File: src/rtl/countdown_timer_n.sv
// countdown_timer_n: N-digit BCD countdown timer with prescaler, run/pause/expired FSM,
// timed beep and registered seven-segment outputs. Optional blink in EXPIRED: COUNTDOWN_BLINK_EN.
module countdown_timer_n #(
  parameter int unsigned           TICK_DIV   = 50_000_000,
  parameter int unsigned           DIGITS     = 2,
  parameter logic [4*DIGITS-1:0]   START_VAL  = (4*DIGITS)'(8'h60),
  parameter int unsigned           BEEP_TICKS = 3
) (
  input  logic                  clock,
  input  logic                  reset,
  input  logic                  start,
  input  logic                  load,
  input  logic [4*DIGITS-1:0]   load_val,
  output logic [4*DIGITS-1:0]   count,
  output logic [7*DIGITS-1:0]   seg,
  output logic                  tick,
  output logic                  beep,
  output logic                  done
);

  localparam int CW = 4 * DIGITS;
  localparam int SW = 7 * DIGITS;
  localparam int ND = int'(DIGITS);
  localparam int PW = $clog2(TICK_DIV);
  localparam int BW = (BEEP_TICKS > 1) ? $clog2(BEEP_TICKS) : 1;

  localparam logic [PW-1:0] PRESC_MAX = PW'(TICK_DIV - 1);
  localparam logic [BW-1:0] BEEP_LAST = BW'(BEEP_TICKS - 1);

  localparam logic [1:0] S_IDLE    = 2'd0;
  localparam logic [1:0] S_RUN     = 2'd1;
  localparam logic [1:0] S_PAUSE   = 2'd2;
  localparam logic [1:0] S_EXPIRED = 2'd3;

  function automatic logic [CW-1:0] clamp_bcd(input logic [CW-1:0] v);
    logic [CW-1:0] r;
    r = '0;
    for (int i = 0; i < ND; i++) begin
      r[4*i +: 4] = (v[4*i +: 4] > 4'd9) ? 4'd9 : v[4*i +: 4];
    end
    return r;
  endfunction

  // Ripple-borrow decrement: a zero digit becomes 9 and passes the borrow upward.
  function automatic logic [CW-1:0] dec_bcd(input logic [CW-1:0] v);
    logic [CW-1:0] r;
    logic          borrow;
    r      = v;
    borrow = 1'b1;
    for (int i = 0; i < ND; i++) begin
      if (borrow) begin
        if (v[4*i +: 4] == 4'd0) begin
          r[4*i +: 4] = 4'd9;
        end else begin
          r[4*i +: 4] = v[4*i +: 4] - 4'd1;
          borrow      = 1'b0;
        end
      end
    end
    return r;
  endfunction

  function automatic logic [6:0] enc_digit(input logic [3:0] d);
    logic [6:0] s;
    case (d)
      4'd0:    s = 7'h3F;
      4'd1:    s = 7'h06;
      4'd2:    s = 7'h5B;
      4'd3:    s = 7'h4F;
      4'd4:    s = 7'h66;
      4'd5:    s = 7'h6D;
      4'd6:    s = 7'h7D;
      4'd7:    s = 7'h07;
      4'd8:    s = 7'h7F;
      4'd9:    s = 7'h6F;
      default: s = 7'h00;
    endcase
    return s;
  endfunction

  function automatic logic [SW-1:0] enc_bcd(input logic [CW-1:0] v);
    logic [SW-1:0] r;
    r = '0;
    for (int i = 0; i < ND; i++) begin
      r[7*i +: 7] = enc_digit(v[4*i +: 4]);
    end
    return r;
  endfunction

  logic [1:0]    state_q, state_d;
  logic [CW-1:0] count_q, count_d;
  logic [CW-1:0] reload_q, reload_d;
  logic [PW-1:0] presc_q, presc_d;
  logic [BW-1:0] beep_cnt_q, beep_cnt_d;
  logic          beep_q, beep_d;
  logic          done_q, done_d;
  logic [SW-1:0] seg_q, seg_d;
  logic          tick_w;
  logic          last_tick;

  assign tick_w    = ((state_q == S_RUN) || (state_q == S_EXPIRED)) && (presc_q == PRESC_MAX);
  assign last_tick = tick_w && (count_q == CW'(1));

  always_comb begin
    state_d    = state_q;
    count_d    = count_q;
    reload_d   = reload_q;
    presc_d    = presc_q;
    beep_cnt_d = beep_cnt_q;
    beep_d     = beep_q;
    done_d     = done_q;

    if (load) begin
      count_d    = clamp_bcd(load_val);
      reload_d   = clamp_bcd(load_val);
      presc_d    = '0;
      beep_d     = 1'b0;
      beep_cnt_d = '0;
      done_d     = 1'b0;
      state_d    = S_IDLE;
    end else begin
      case (state_q)
        S_IDLE: begin
          if (start && (count_q != '0)) begin
            presc_d = '0;
            state_d = S_RUN;
          end
        end
        S_RUN: begin
          presc_d = tick_w ? '0 : presc_q + PW'(1);
          // Reaching zero expires even when a pause request lands on the same edge.
          if (last_tick) begin
            count_d    = '0;
            done_d     = 1'b1;
            beep_d     = 1'b1;
            beep_cnt_d = '0;
            state_d    = S_EXPIRED;
          end else begin
            if (tick_w) begin
              count_d = dec_bcd(count_q);
            end
            if (start) begin
              state_d = S_PAUSE;
            end
          end
        end
        S_PAUSE: begin
          if (start) begin
            state_d = S_RUN;
          end
        end
        default: begin
          if (start && (reload_q != '0)) begin
            count_d    = reload_q;
            presc_d    = '0;
            beep_d     = 1'b0;
            beep_cnt_d = '0;
            done_d     = 1'b0;
            state_d    = S_RUN;
          end else begin
            presc_d = tick_w ? '0 : presc_q + PW'(1);
            if (tick_w && beep_q) begin
              if (beep_cnt_q == BEEP_LAST) begin
                beep_d = 1'b0;
              end else begin
                beep_cnt_d = beep_cnt_q + BW'(1);
              end
            end
          end
        end
      endcase
    end
  end

`ifdef COUNTDOWN_BLINK_EN
  logic blink_q, blink_d;

  // Blank phase toggles on every tick while EXPIRED and is forced off on exit.
  always_comb begin
    blink_d = 1'b0;
    if ((state_q == S_EXPIRED) && (state_d == S_EXPIRED)) begin
      blink_d = tick_w ? ~blink_q : blink_q;
    end
    seg_d = ((state_q == S_EXPIRED) && blink_q) ? '0 : enc_bcd(count_q);
  end

  always_ff @(posedge clock) begin
    if (!reset) begin
      blink_q <= 1'b0;
    end else begin
      blink_q <= blink_d;
    end
  end
`else
  always_comb begin
    seg_d = enc_bcd(count_q);
  end
`endif

  always_ff @(posedge clock) begin
    if (!reset) begin
      state_q    <= S_IDLE;
      count_q    <= clamp_bcd(START_VAL);
      reload_q   <= clamp_bcd(START_VAL);
      presc_q    <= '0;
      beep_cnt_q <= '0;
      beep_q     <= 1'b0;
      done_q     <= 1'b0;
      seg_q      <= enc_bcd(clamp_bcd(START_VAL));
    end else begin
      state_q    <= state_d;
      count_q    <= count_d;
      reload_q   <= reload_d;
      presc_q    <= presc_d;
      beep_cnt_q <= beep_cnt_d;
      beep_q     <= beep_d;
      done_q     <= done_d;
      seg_q      <= seg_d;
    end
  end

  assign count = count_q;
  assign seg   = seg_q;
  assign tick  = tick_w;
  assign beep  = beep_q;
  assign done  = done_q;

endmodule

File: config.mk
export PLATFORM = sky130hd
export DESIGN_NAME = countdown_timer_n
export DESIGN_NICKNAME = d
export VERILOG_FILES = /design/src/rtl/countdown_timer_n.sv
export SDC_FILE = /design/constraint.sdc
export NUM_CORES = 1
export LEC_CHECK = 0
export ABC_AREA = 1
export CAP_MARGIN = 10
export CORE_MARGIN = 2
export CORE_UTILIZATION = 51
export DETAILED_ROUTE_END_ITERATION = 12
export PLACE_DENSITY_LB_ADDON = 0.08
export REMOVE_ABC_BUFFERS = 1
export SLEW_MARGIN = 20
export SYNTH_ARGS = -nofsm -noshare
export SYNTH_HDL_FRONTEND = slang
export SYNTH_SLANG_ARGS = --single-unit
File: constraint.sdc
create_clock -name clock -period 2.1 [get_ports clock]
set_clock_uncertainty 0.2 [all_clocks]
set_input_delay 0.525 -clock clock [delete_from_list [all_inputs] [get_ports clock]]
set_output_delay 0.525 -clock clock [all_outputs]
set_load 0.01 [all_outputs]
==> impl_metrics.tcl <==
set metrics [dict create \
    hold_ws_ns 0.279 \
    vias 3823 \
    synth_async_sr_flop_share_pct 0 \
    slowest_stage "dfxtp_2" \
    drive_gt1_share_pct 27.7 \
    power.density_mw_per_mm2 623 \
    postRouteAntennaNets 0 \
    htreeDepth 3 \
    syn2layout_area_growth_pct 44.1 \
    synth_top_area_share_pct 35.6 \
    rows 30 \
    crit_required_ns 1.37 \
    final_cell_mix "nand2_1, buf_4, nor2_1" \
    clkLatencyLatePin_ns 0.34 \
    grt_max_degree 14 \
    routedWlPerCell_um 13.4 \
    ys_top_cells_by_area "dfxtp_1, nand2_1, nor2_1" \
    p_leak_nw 2.25 \
    worst-r2r-cell-count 13 \
    hpwl_um 6980 \
    core-area_sq_mm 0.00672 \
    layout.cells.most_common "nand2_1" \
    drv_cap 0 \
    highest_layer "met4" \
    io_pins 37 \
    tightest_slew_ns 0.455 \
    startpoint_type "register" \
    synth_warnings 0 \
    crit_type "reg -> out" \
    fmax_mhz 466 \
    period_share_pct 102 \
    port-buffer-count 36 \
    rsz0062_at_grt "yes" \
    cp_slowest_stage_delay_ns 0.34 \
    cts_tree "done" \
    cp-startpoint "presc_q[19]" \
    wl_met2_um 4490 \
    status "finished with violations" \
    die_area_sq_mm 0.00752 \
    wl_met3_um 678 \
    remaining_drc_errors 0 \
    worstPathMaxFanout 2 \
    finalSetupViolations 1 \
    worstPathArrival_ns 1.42 \
    crit_chain "inv_2 > nor2_4 > nand4_1 > nor3_2 > nand2_1 > inv_1 > buf_2" \
    via_per_inst 5.21 \
    layoutNonFillerInstCount 734 \
    chipHeight_um 86.7 \
    hold_violations 0 \
    synth_area_per_cell_sq_um 6.73 \
    clock_sinks 62 \
    ys_seq_area_share_pct 35.6 \
    clockBufferDepth 2 \
    dpl.cell_count 707 \
    clock-root-buffer "clkbuf_8" \
    grt_first_pass_wirelength_um 15500 \
    antenna_found_initial 0 \
    grt_pass1_vias 3377 \
    worst_setup_hold_path_clk_slew_ns 0.08 \
    die_w_um 86.7 \
    yosysUniqueCellTypes 40 \
    synth.ff_latch_count 62 \
    dr.pass1.iters 5 \
    antenna_cells 0 \
    grt-ovfl-total 0 \
    nNetsFinal 675 \
    fillers 534 \
    hold_buffers 0 \
    cts_buffers 9 \
    yosysTopAreaCell "dfxtp_1" \
    globalplace.congestion 0.959 \
    ys.flop_type "dfxtp_1" \
    end_kind "output port" \
    slew_headroom_pct 69.5 \
    synthCells 518 \
    drv_slew 0 \
    min_period_ns 2.14 \
    start_util_pct 51.9 \
    crit_end "tick" \
    violations "negative setup slack" \
    setup_ws_ns -0.0444 \
    reg2reg_to "state_q[1]" \
    reg2reg_slack_ns 0.09 \
    drtIter0Drc 357 \
    min_path_type "reg -> reg" \
    ir_drop_mv 0.487 \
    synth_edf_count 0 \
    drt-met1-wl_um 4490 \
    netlist_area_sq_mm 0.00349 \
    r2r_start "presc_q[16]" \
    routed_wirelength_um 9850 \
    grt_use_total_pct 26.0 \
]
==> layer usage <==
layer	up-vias	track usage (%)
met1	1734	37.2
met4	0	8.66
met2	150	39.2
li1	1920	-
met5	-	0
met3	19	5.05
==> flip-flops by register name, indices dropped and copies added, names as in the netlist <==
name / flops
count: 8
state_q: 2
beep: 1
presc_q: 26
reload_q: 8
seg: 14
done: 1
beep_cnt_q: 2
==> where the power goes <==
part / leakage, nW / switching (W) / internal, W
Sequential: 0.512 / 0.0000363 / 0.00124
Combinational: 1.62 / 0.000334 / 0.000291
Clock: 0.116 / 0.000502 / 0.000734
Total: 2.25 / 0.000872 / 0.00226
==> timing repair <==
item	in CTS	in global routing
gates resized for setup	17	61
pin swaps	7	21
setup buffers	9	5
gates cloned	0	1
endpoints found under the setup margin	8	45
==> stage by stage <==
step	setup slack (ns)	utilization [%]	TNS [ns]	power, W	cell area (sq um)
CTS	-0.0882	71.5	-0.0882	0.00310	4800
global route	-0.163	74.8	-0.296	0.00327	5030
finish	-0.0444	74.8	-0.0444	0.00313	5030
global placement	-0.165	66.9	-2.15	0.00187	4500
floorplan	-0.252	-	-2.23	0.00160	3430
detailed placement	-0.187	66.9	-3.22	0.00188	4500
==> cells in the mapped netlist (2+ instances only) <==
| library cell | instances |
|---|---|
| nand2_2 | 3 |
| a31oi_1 | 3 |
| xnor2_1 | 3 |
| nor2_1 | 85 |
| o21bai_1 | 2 |
| nand2_1 | 132 |
| o21ai_0 | 18 |
| o211ai_1 | 2 |
| o21a_1 | 4 |
| nor3_1 | 15 |
| buf_6 | 3 |
| nand3_2 | 3 |
| o31ai_1 | 2 |
| nor2_2 | 7 |
| a21oi_1 | 21 |
| nor4_1 | 2 |
| dfxtp_1 | 62 |
| nand2_4 | 2 |
| inv_2 | 6 |
| inv_1 | 56 |
| clkinv_1 | 2 |
| nand3_1 | 32 |
| nand4_1 | 13 |
| ha_1 | 14 |
| a211oi_1 | 2 |
| or2_2 | 2 |
| nor3b_1 | 2 |
| clkbuf_1 | 2 |
| xor2_1 | 7 |
==> cell type report <==
| cell class | instances | area (sq um) | share of cell area [%] |
|---|---|---|---|
| clock inverter | 5 | 81.3 | 1.62 |
| inverter | 65 | 251 | 5.00 |
| multi-input combinational | 384 | 2130 | 42.3 |
| sequential | 62 | 1260 | 25.0 |
| tap | 80 | 100 | 1.99 |
| timing repair buffer | 127 | 1060 | 21.1 |
| clock buffer | 11 | 151 | 3.01 |
==> worst max-delay path: cells and delay by family (launching register included) <==
family,cells,cell delay [ns]
flops,1,0.34
simple gates,4,0.53
buf+inv,3,0.21
==> logic make-up (layout without fill, tap and decap cells) <==
group                      after synthesis  in the layout  synth area share, %
AOI/OAI and AO/OA                       56             56                 9.33
xor gates and xnor gates                10             10                 2.51
adders and majority gates               14             14                 5.02
buffers and inverters                   72            208                 8.61
DFF                                     62             62                 35.6
and+or+nand+nor                        304            304                 39.0
==> worst min-delay path by stage <==
stage	startpoint	to	slack (ns)	depth (start not counted)
final	presc_q[23]	presc_q[23]	0.28	2
after global routing	beep_cnt_q[1]	beep_cnt_q[1]	0.31	2
after CTS	presc_q[23]	presc_q[23]	0.28	2
after detailed placement	presc_q[23]	presc_q[23]	0.27	2
after global placement	presc_q[23]	presc_q[23]	0.27	2
after floorplan	presc_q[21]	presc_q[21]	0.25	2
Power figures use the tool's default switching activity.
